==> src/rtl/cache_arbiter.sv <==
// cache_arbiter: shares one physical-memory port between the L1 instruction
// and data caches. One grant at a time, held until pmem_resp, with ties
// broken by alternating between the two caches.
module cache_arbiter #(
  parameter int unsigned ADDR_WIDTH = 32,
  parameter int unsigned LINE_WIDTH = 256
) (
  input  logic                  clk,
  input  logic                  rst,
  // Instruction cache side
  input  logic                  i_pmem_read,
  input  logic [ADDR_WIDTH-1:0] i_pmem_address,
  output logic [LINE_WIDTH-1:0] i_pmem_rdata,
  output logic                  i_pmem_resp,
  // Data cache side
  input  logic                  d_pmem_read,
  input  logic                  d_pmem_write,
  input  logic [ADDR_WIDTH-1:0] d_pmem_address,
  input  logic [LINE_WIDTH-1:0] d_pmem_wdata,
  output logic [LINE_WIDTH-1:0] d_pmem_rdata,
  output logic                  d_pmem_resp,
  // Memory side
  output logic                  pmem_read,
  output logic                  pmem_write,
  output logic [ADDR_WIDTH-1:0] pmem_address,
  output logic [LINE_WIDTH-1:0] pmem_wdata,
  input  logic [LINE_WIDTH-1:0] pmem_rdata,
  input  logic                  pmem_resp,
  // Grant strobes for performance monitors
  output logic                  grant_instr,
  output logic                  grant_data
);

  typedef enum logic [1:0] {
    StIdle  = 2'd0,
    StInstr = 2'd1,
    StData  = 2'd2
  } state_e;

  state_e r_state;
  state_e w_state_next;
  // 0: last grant went to the instruction cache, 1: to the data cache
  logic   r_last_grant;
  logic   w_last_grant_next;
  logic   w_i_req;
  logic   w_d_req;

  assign w_i_req = i_pmem_read;
  assign w_d_req = d_pmem_read | d_pmem_write;

  // State and tie-break history registers
  always_ff @(posedge clk) begin
    if (rst) begin
      r_state      <= StIdle;
      r_last_grant <= 1'b0;
    end else begin
      r_state      <= w_state_next;
      r_last_grant <= w_last_grant_next;
    end
  end

  // Next-state: grant from IDLE only; a grant is released only by pmem_resp,
  // which always leaves one IDLE cycle so a stale request is never re-granted
  always_comb begin
    w_state_next      = r_state;
    w_last_grant_next = r_last_grant;
    unique case (r_state)
      StIdle: begin
        if (w_i_req && w_d_req) begin
          if (r_last_grant) begin
            w_state_next      = StInstr;
            w_last_grant_next = 1'b0;
          end else begin
            w_state_next      = StData;
            w_last_grant_next = 1'b1;
          end
        end else if (w_d_req) begin
          w_state_next      = StData;
          w_last_grant_next = 1'b1;
        end else if (w_i_req) begin
          w_state_next      = StInstr;
          w_last_grant_next = 1'b0;
        end
      end
      StInstr, StData: begin
        if (pmem_resp) begin
          w_state_next = StIdle;
        end
      end
      default: w_state_next = StIdle;
    endcase
  end

  // Memory-port mux, response routing and grant strobes
  always_comb begin
    pmem_read    = 1'b0;
    pmem_write   = 1'b0;
    pmem_address = '0;
    pmem_wdata   = '0;
    i_pmem_resp  = 1'b0;
    d_pmem_resp  = 1'b0;
    grant_instr  = 1'b0;
    grant_data   = 1'b0;
    unique case (r_state)
      StInstr: begin
        pmem_read    = i_pmem_read;
        pmem_address = i_pmem_address;
        i_pmem_resp  = pmem_resp;
        grant_instr  = 1'b1;
      end
      StData: begin
        // Writeback wins if the data cache raises both commands
        pmem_write   = d_pmem_write;
        pmem_read    = d_pmem_read & ~d_pmem_write;
        pmem_address = d_pmem_address;
        pmem_wdata   = d_pmem_wdata;
        d_pmem_resp  = pmem_resp;
        grant_data   = 1'b1;
      end
      default: ;
    endcase
  end

  assign i_pmem_rdata = pmem_rdata;
  assign d_pmem_rdata = pmem_rdata;

endmodule
==> config.mk <==
export PLATFORM = sky130hd
export DESIGN_NAME = cache_arbiter
export DESIGN_NICKNAME = d
export VERILOG_FILES = /design/src/rtl/cache_arbiter.sv
export SDC_FILE = /design/constraint.sdc
export NUM_CORES = 1
export LEC_CHECK = 0
export ABC_AREA = 0
export CAP_MARGIN = 0
export CORE_AREA = 2 2 547 549
export DETAILED_ROUTE_END_ITERATION = 7
export DIE_AREA = 0 0 549 551
export SLEW_MARGIN = 20
export SYNTH_ARGS = -nofsm -noshare
export SYNTH_HDL_FRONTEND = slang
export SYNTH_SLANG_ARGS = --single-unit
==> constraint.sdc <==
create_clock -name clk -period 1.3 [get_ports clk]
set_input_delay 0.13 -clock clk [delete_from_list [all_inputs] [get_ports clk]]
set_output_delay 0.13 -clock clk [all_outputs]
set_load 0.01 [all_outputs]
==> impl_metrics.json, run 1 <==
{
  "status": "complete, but fails checks",
  "failed_checks": "setup timing",
  "synth-async-reset-ratio_pct": 0,
  "nNetsFinal": 1665,
  "pin_count": 1388,
  "wl_um": 210700,
  "worstHoldStart": "pmem_rdata[113]",
  "layout_common_cells": "clkdlybuf4s50_1, buf_12, and2_4",
  "hold_viol_final": 0,
  "layout_min_cycle_time_ns": 1.957,
  "grt_first_pass_wirelength_um": 223200,
  "routed_via_density": 1.526,
  "holdWs_ns": 0.2600,
  "cts.sinks": 3,
  "die_area_sq_mm": 0.3025,
  "fin_crit_sh_pct": 150.5,
  "cp_max_fo": 6,
  "clkTransAtPathRegs_ns": 0.03,
  "syn_nets": 1485,
  "gp_routability_congestion": 0.8725,
  "placementRows": 200,
  "start_util_pct": 2.137,
  "num_vias": 7691,
  "r2r_cells": 6,
  "met2_usage_pct": 18.60,
  "final_common_cell": "clkdlybuf4s50_1",
  "wl_per_cell_um": 41.81,
  "yosys_warnings": 0,
  "grt_max_degree": 42,
  "syn2layout_area_growth_pct": 172.1,
  "tns_ns": -161.50,
  "holdPathStages": 0,
  "firstDrtPassIters": 5,
  "yosys-top-cells-area": "buf_4, and2_1, a22oi_1",
  "yosysSeqAreaShare_pct": 0.9484,
  "max-cap-violations": 0,
  "criticalPathCategory": "flip-flop to primary output",
  "yosysUniqueCellTypes": 23,
  "io_buffers": 619,
  "max_freq_ghz": 0.5110,
  "rsz0062_at_grt": "yes",
  "hpwlAfterDp_um": 200600,
  "grt_usage_pct": 13.05,
  "cts_tree": "yes",
  "cp.arrival_ns": 1.83,
  "clockBufferDepth": 2,
  "core_area_sq_mm": 0.2963,
  "antenna_found_initial": 149,
  "finalPower_w": 0.01021,
  "hold-path-endpoint": "i_pmem_rdata[113]",
  "peakVddDrop_uv": 301.1,
  "grt_overflow": 0,
  "yosysTopAreaCellShare_pct": 60.70,
  "insertion_delay_ns": 0.23,
  "drive_gt1_share_pct": 57.70,
  "r2r-end": "r_state[1]",
  "startpoint_type": "flip-flop",
  "synthCells": 899,
  "utilization_pct": 5.815,
  "p_per_area_mw_per_mm2": 592.8,
  "die_w_um": 549,
  "syn-cell-area_sq_mm": 0.006332,
  "busiest_layer": "met3",
  "holdBufCountCts": 0,
  "die_h_um": 551,
  "ys_seq_elements": 3,
  "drtIter0Drc": 340,
  "tightest_slew_ns": 0.3796,
  "hold_path_class": "input pin to primary output",
  "avgSynthCellArea_sq_um": 7.044,
  "yosysTopAreaCell": "buf_4",
  "use_met3_pct": 21.95,
  "setup_ws_ns": -0.6570,
  "met1_usage_pct": 8.024,
  "h-tree-depth": 1,
  "skew_ns": 0.003252,
  "synth_edf_count": 0,
  "slew_viol_final": 0,
  "synthFlopType": "dfxtp_1",
  "setup_violations": 296,
  "drtAntennaViolNets": 0,
  "grt_pass1_vias": 6718,
  "cts_root_buffer": "clkbuf_16",
  "r2r-start": "r_state[1]",
  "leakagePower_nw": 5.534,
  "maxSlewHeadroom_pct": 74.62,
  "ff2ff_setup_slack_ns": -0.07,
  "end_kind": "primary output",
  "cts_buffers": 3,
  "critical_path_required_ns": 1.17,
  "dp_slack_ns": -0.6678,
  "remaining_drc_errors": 0
}
flip-flops by register name, indices dropped and copies added, names as in the netlist:
signal        cells
r_last_grant      1
r_state           2
cells in the mapped netlist (2+ instances only):
cell      instances
a21oi_1           2
a22oi_1          32
and2_1          259
buf_2            12
buf_4           512
buf_6             2
clkbuf_1          3
clkbuf_2         21
dfxtp_1           3
ha_1              4
inv_1             2
nand2_1           2
nor2_1            2
nor2b_1          33
o21ai_0           2
critical path, stage by stage (launching register included):
cell       delay, ns
dfxtp_2         0.34
inv_4           0.06
buf_6           0.11
ha_4            0.17
buf_12          0.15
buf_12          0.17
buf_8           0.12
clkbuf_16       0.14
and2_4          0.14
buf_12          0.13
metrics by stage:
step / instances / area [sq um]
after global routing: 5021 / 17180
after detailed placement: 4942 / 15430
final: 5040 / 17230
after global placement: 4942 / 15430
after floorplan: 899 / 6415
after CTS: 4965 / 15680
worst max path at each step:
| stage | start | end | slack [ns] | depth (start not counted) |
|---|---|---|---|---|
| after floorplan | r_state[1] | pmem_address[0] | -0.01 | 6 |
| after global placement | r_state[0] | pmem_address[16] | -0.67 | 8 |
| after detailed placement | r_state[0] | pmem_wdata[196] | -0.67 | 7 |
| after CTS | r_state[0] | pmem_wdata[211] | -0.78 | 7 |
| after global routing | r_state[0] | pmem_read | -0.71 | 9 |
| final | r_state[0] | pmem_wdata[129] | -0.66 | 9 |
power breakdown:
| part | internal (W) | switching [W] |
|---|---|---|
| sequential | 0.000109 | 0.0000159 |
| clock | 0.000406 | 0.0000946 |
| combinational | 0.00553 | 0.00406 |
layer usage:
layer / vias to the layer above / wire, um
li1: 2628 / -
met3: 405 / 75710
met4: 62 / 7116
met1: 2996 / 43970
met5: - / 436
met2: 1600 / 83480
cell families after synthesis:
group	after synthesis	share of synthesized area, %
buffers and inverters	552	63.96
DFF	3	0.9485
AOI/OAI and AO/OA	40	4.624
adders and majority gates	4	0.7904
and+or+nand+nor	300	29.68
final cells by class:
class / instances / area, sq um
Sequential cell: 3 / 65.06
Tap cell: 3939 / 4928
Inverter: 2 / 12.51
Multi-Input combinational cell: 344 / 2944
Fill cell: 34930 / 279100
Antenna cell: 23 / 57.56
Timing Repair Buffer: 725 / 9141
Clock buffer: 4 / 78.83
repair_timing:
item | in CTS | in global routing
gates cloned | 4 | 11
pin swaps | 2 | 16
gates resized for setup | 310 | 383
endpoints found under the setup margin | 296 | 296
buffers inserted | 15 | 44
No activity file was read; power rests on OpenSTA's default activity.
==> run 2, diff against run 1 <==
Settings changed: CAP_MARGIN 0 to 40, SKIP_CTS_REPAIR_TIMING from default to 1.
==> run 2 against run 1 <==
Effect of this change:
- the run still ends with setup timing left
- die area unchanged
- register-to-register slack got worse by 0.07 ns
- non-clock buffer count down 13
- via count grew 0.13%
- final area hardly changed
- sequential share of layout area about the same
- global-route usage fell by 0.089 points
- fmax increased by 0.40%
- largest cell class unchanged
- highest routed layer unchanged
==> impl_metrics.json, run 2 (same netlist as run 1, synthesis figures left out) <==
{
  "status": "complete, but fails checks",
  "failed_checks": "setup timing",
  "p_sw_w": 0.004181,
  "hold_viol_final": 0,
  "layout_min_cycle_time_ns": 1.949,
  "num_vias": 7701,
  "hpwlAfterDp_um": 200600,
  "cts_buffers": 3,
  "firstDrtPassIters": 4,
  "die_area_sq_mm": 0.3025,
  "wl_um": 210400,
  "remaining_drc_errors": 0,
  "dp.cells": 4942,
  "busiest_layer": "met3",
  "cp_max_fo": 8,
  "grt_usage_pct": 12.97,
  "h-tree-depth": 1,
  "startpoint_type": "flip-flop",
  "biggestRegsByFlops": "r_state (2), r_last_grant (1)",
  "finalNonFillerCells": 5017,
  "drive_gt1_share_pct": 60.85,
  "criticalPathCategory": "flip-flop to primary output",
  "regMostFlops": "r_state",
  "clkPwrFrac_pct": 4.8,
  "routed_via_density": 1.535,
  "grt_overflow": 0,
  "peakVddDrop_uv": 300.9,
  "die_h_um": 551,
  "gp_routability_congestion": 0.8725,
  "drtAntennaViolNets": 0,
  "skew_ns": 0.002298,
  "crit_path_frequent_cell": "buf_12",
  "drtIter0Drc": 358,
  "leakagePower_nw": 5.588,
  "cts.sinks": 3,
  "setup_ws_ns": -0.6492,
  "r2r-end": "r_state[0]",
  "pwr-share-comb_pct": 94.0,
  "hold-path-endpoint": "i_pmem_rdata[113]",
  "clkTransAtPathRegs_ns": 0.03,
  "p_int_w": 0.006005,
  "pin_count": 1388,
  "slew_viol_final": 0,
  "dp_slack_ns": -0.6678,
  "critical_path_required_ns": 1.17,
  "final_area_sq_mm": 0.01724,
  "place_area_sq_mm": 0.01543,
  "maxSlewHeadroom_pct": 76.41,
  "cp.arrival_ns": 1.82,
  "grt_first_pass_wirelength_um": 221500,
  "worstHoldStart": "pmem_rdata[113]",
  "final_common_cell": "clkdlybuf4s50_1",
  "p_sw_share_pct": 41.05,
  "path_cells": "inv_4, buf_6, ha_4, buf_12, clkbuf_16, buf_12, clkbuf_16, and2_4, buf_12",
  "rsz0062_at_grt": "yes",
  "setup_violations": 296,
  "max_freq_ghz": 0.5130,
  "use_met3_pct": 21.81,
  "wl_per_cell_um": 41.93,
  "insertion_delay_ns": 0.22,
  "io_buffers": 619,
  "cts_tree": "yes",
  "nNetsFinal": 1652,
  "fin_crit_sh_pct": 149.9,
  "largest_register_ffs": 2,
  "clockBufferDepth": 2,
  "slowest_stage": "dfxtp_2",
  "syn2layout_area_growth_pct": 172.3,
  "cpPeakStageDelay_ns": 0.35,
  "placementRows": 200,
  "holdPathStages": 0,
  "met1_usage_pct": 7.990,
  "p_per_area_mw_per_mm2": 590.7,
  "end_kind": "primary output",
  "ff2ff_setup_slack_ns": -0.14,
  "core_area_sq_mm": 0.2963,
  "die_w_um": 549,
  "r2r_cells": 7,
  "power_frac_seq_pct": 1.2,
  "hold_path_class": "input pin to primary output",
  "met2_usage_pct": 18.45,
  "cts_root_buffer": "clkbuf_16",
  "grt_max_degree": 42,
  "max-cap-violations": 0,
  "tightest_slew_ns": 0.3527,
  "start_util_pct": 2.137,
  "antenna_found_initial": 151,
  "grt_pass1_vias": 6626,
  "r2r-start": "r_state[0]",
  "layout_common_cells": "clkdlybuf4s50_1, and2_4, buf_12"
}
## run 2: cell count changes in the layout (fill, tap and decap cells not counted), moves of 6 or more
cell             before  now
clkbuf_2              7   18
and2_1               86   52
a22oi_1              13    7
clkdlybuf4s15_2      14    0
nor2b_4              12    4
and2_4              173  207
a22oi_2              19   25
buf_2                39   13
diode_2              23   13
buf_6                81   94
nor2b_2              20   27
## run 2: worst max-delay path, delay by kind of cell (launching register included)
| family | cells | cell delay [ns] |
|---|---|---|
| buffers and inverters | 7 | 0.91 |
| DFF | 1 | 0.35 |
| adders and majority gates | 1 | 0.17 |
| and+or+nand+nor | 1 | 0.14 |
## run 2: final cells by class
class,count,area [sq um]
Antenna cell,13,32.53
Inverter,2,12.51
Tap cell,3939,4928
Clock buffer,4,78.83
Fill cell,34910,279000
Timing Repair Buffer,712,9109
Multi-Input combinational cell,344,3017
Sequential cell,3,65.06
## run 2: how the worst max path moves through the flow
stage          cells after the start       start                to  slack, ns
3_3_place_gp                       8  r_state[0]  pmem_address[16]      -0.67
3_5_place_dp                       7  r_state[0]   pmem_wdata[196]      -0.67
5_1_grt                            9  r_state[0]   pmem_wdata[216]      -0.69
6_report                           9  r_state[0]    pmem_wdata[16]      -0.65
2_1_floorplan                      6  r_state[1]   pmem_address[0]      -0.01
4_1_cts                            8  r_state[0]  pmem_address[16]      -0.92
## run 2: power groups by stage
| stage | Combinational, W | Sequential [W] | Clock, W |
|---|---|---|---|
| 2_1_floorplan | 0.00337 | 0.000117 | 0 |
| 3_5_place_dp | 0.00778 | 0.000119 | 0 |
| 4_1_cts | 0.00782 | 0.000118 | 0.000493 |
| 6_report | 0.00957 | 0.000127 | 0.000489 |
| 5_1_grt | 0.0100 | 0.000129 | 0.000507 |
| 3_3_place_gp | 0.00778 | 0.000117 | 0 |
## run 2: per-stage QoR
step                setup TNS (ns)  hold slack [ns]  utilization (%)  power (W)
global route               -172.63           0.2600            5.810    0.01064
global placement           -134.53           0.2602            5.208   0.007895
floorplan                  -0.3786           0.1991                -   0.003488
finish                     -162.71           0.2600            5.820    0.01019
detailed placement         -139.18           0.2602            5.208   0.007903
CTS                        -209.95           0.2602            5.235   0.008428
## run 2: routing by layer
metal	vias up	routed length [um]
li1	2588	-
met1	3030	44190
met2	1631	83490
met3	390	75550
met4	62	6705
met5	-	439
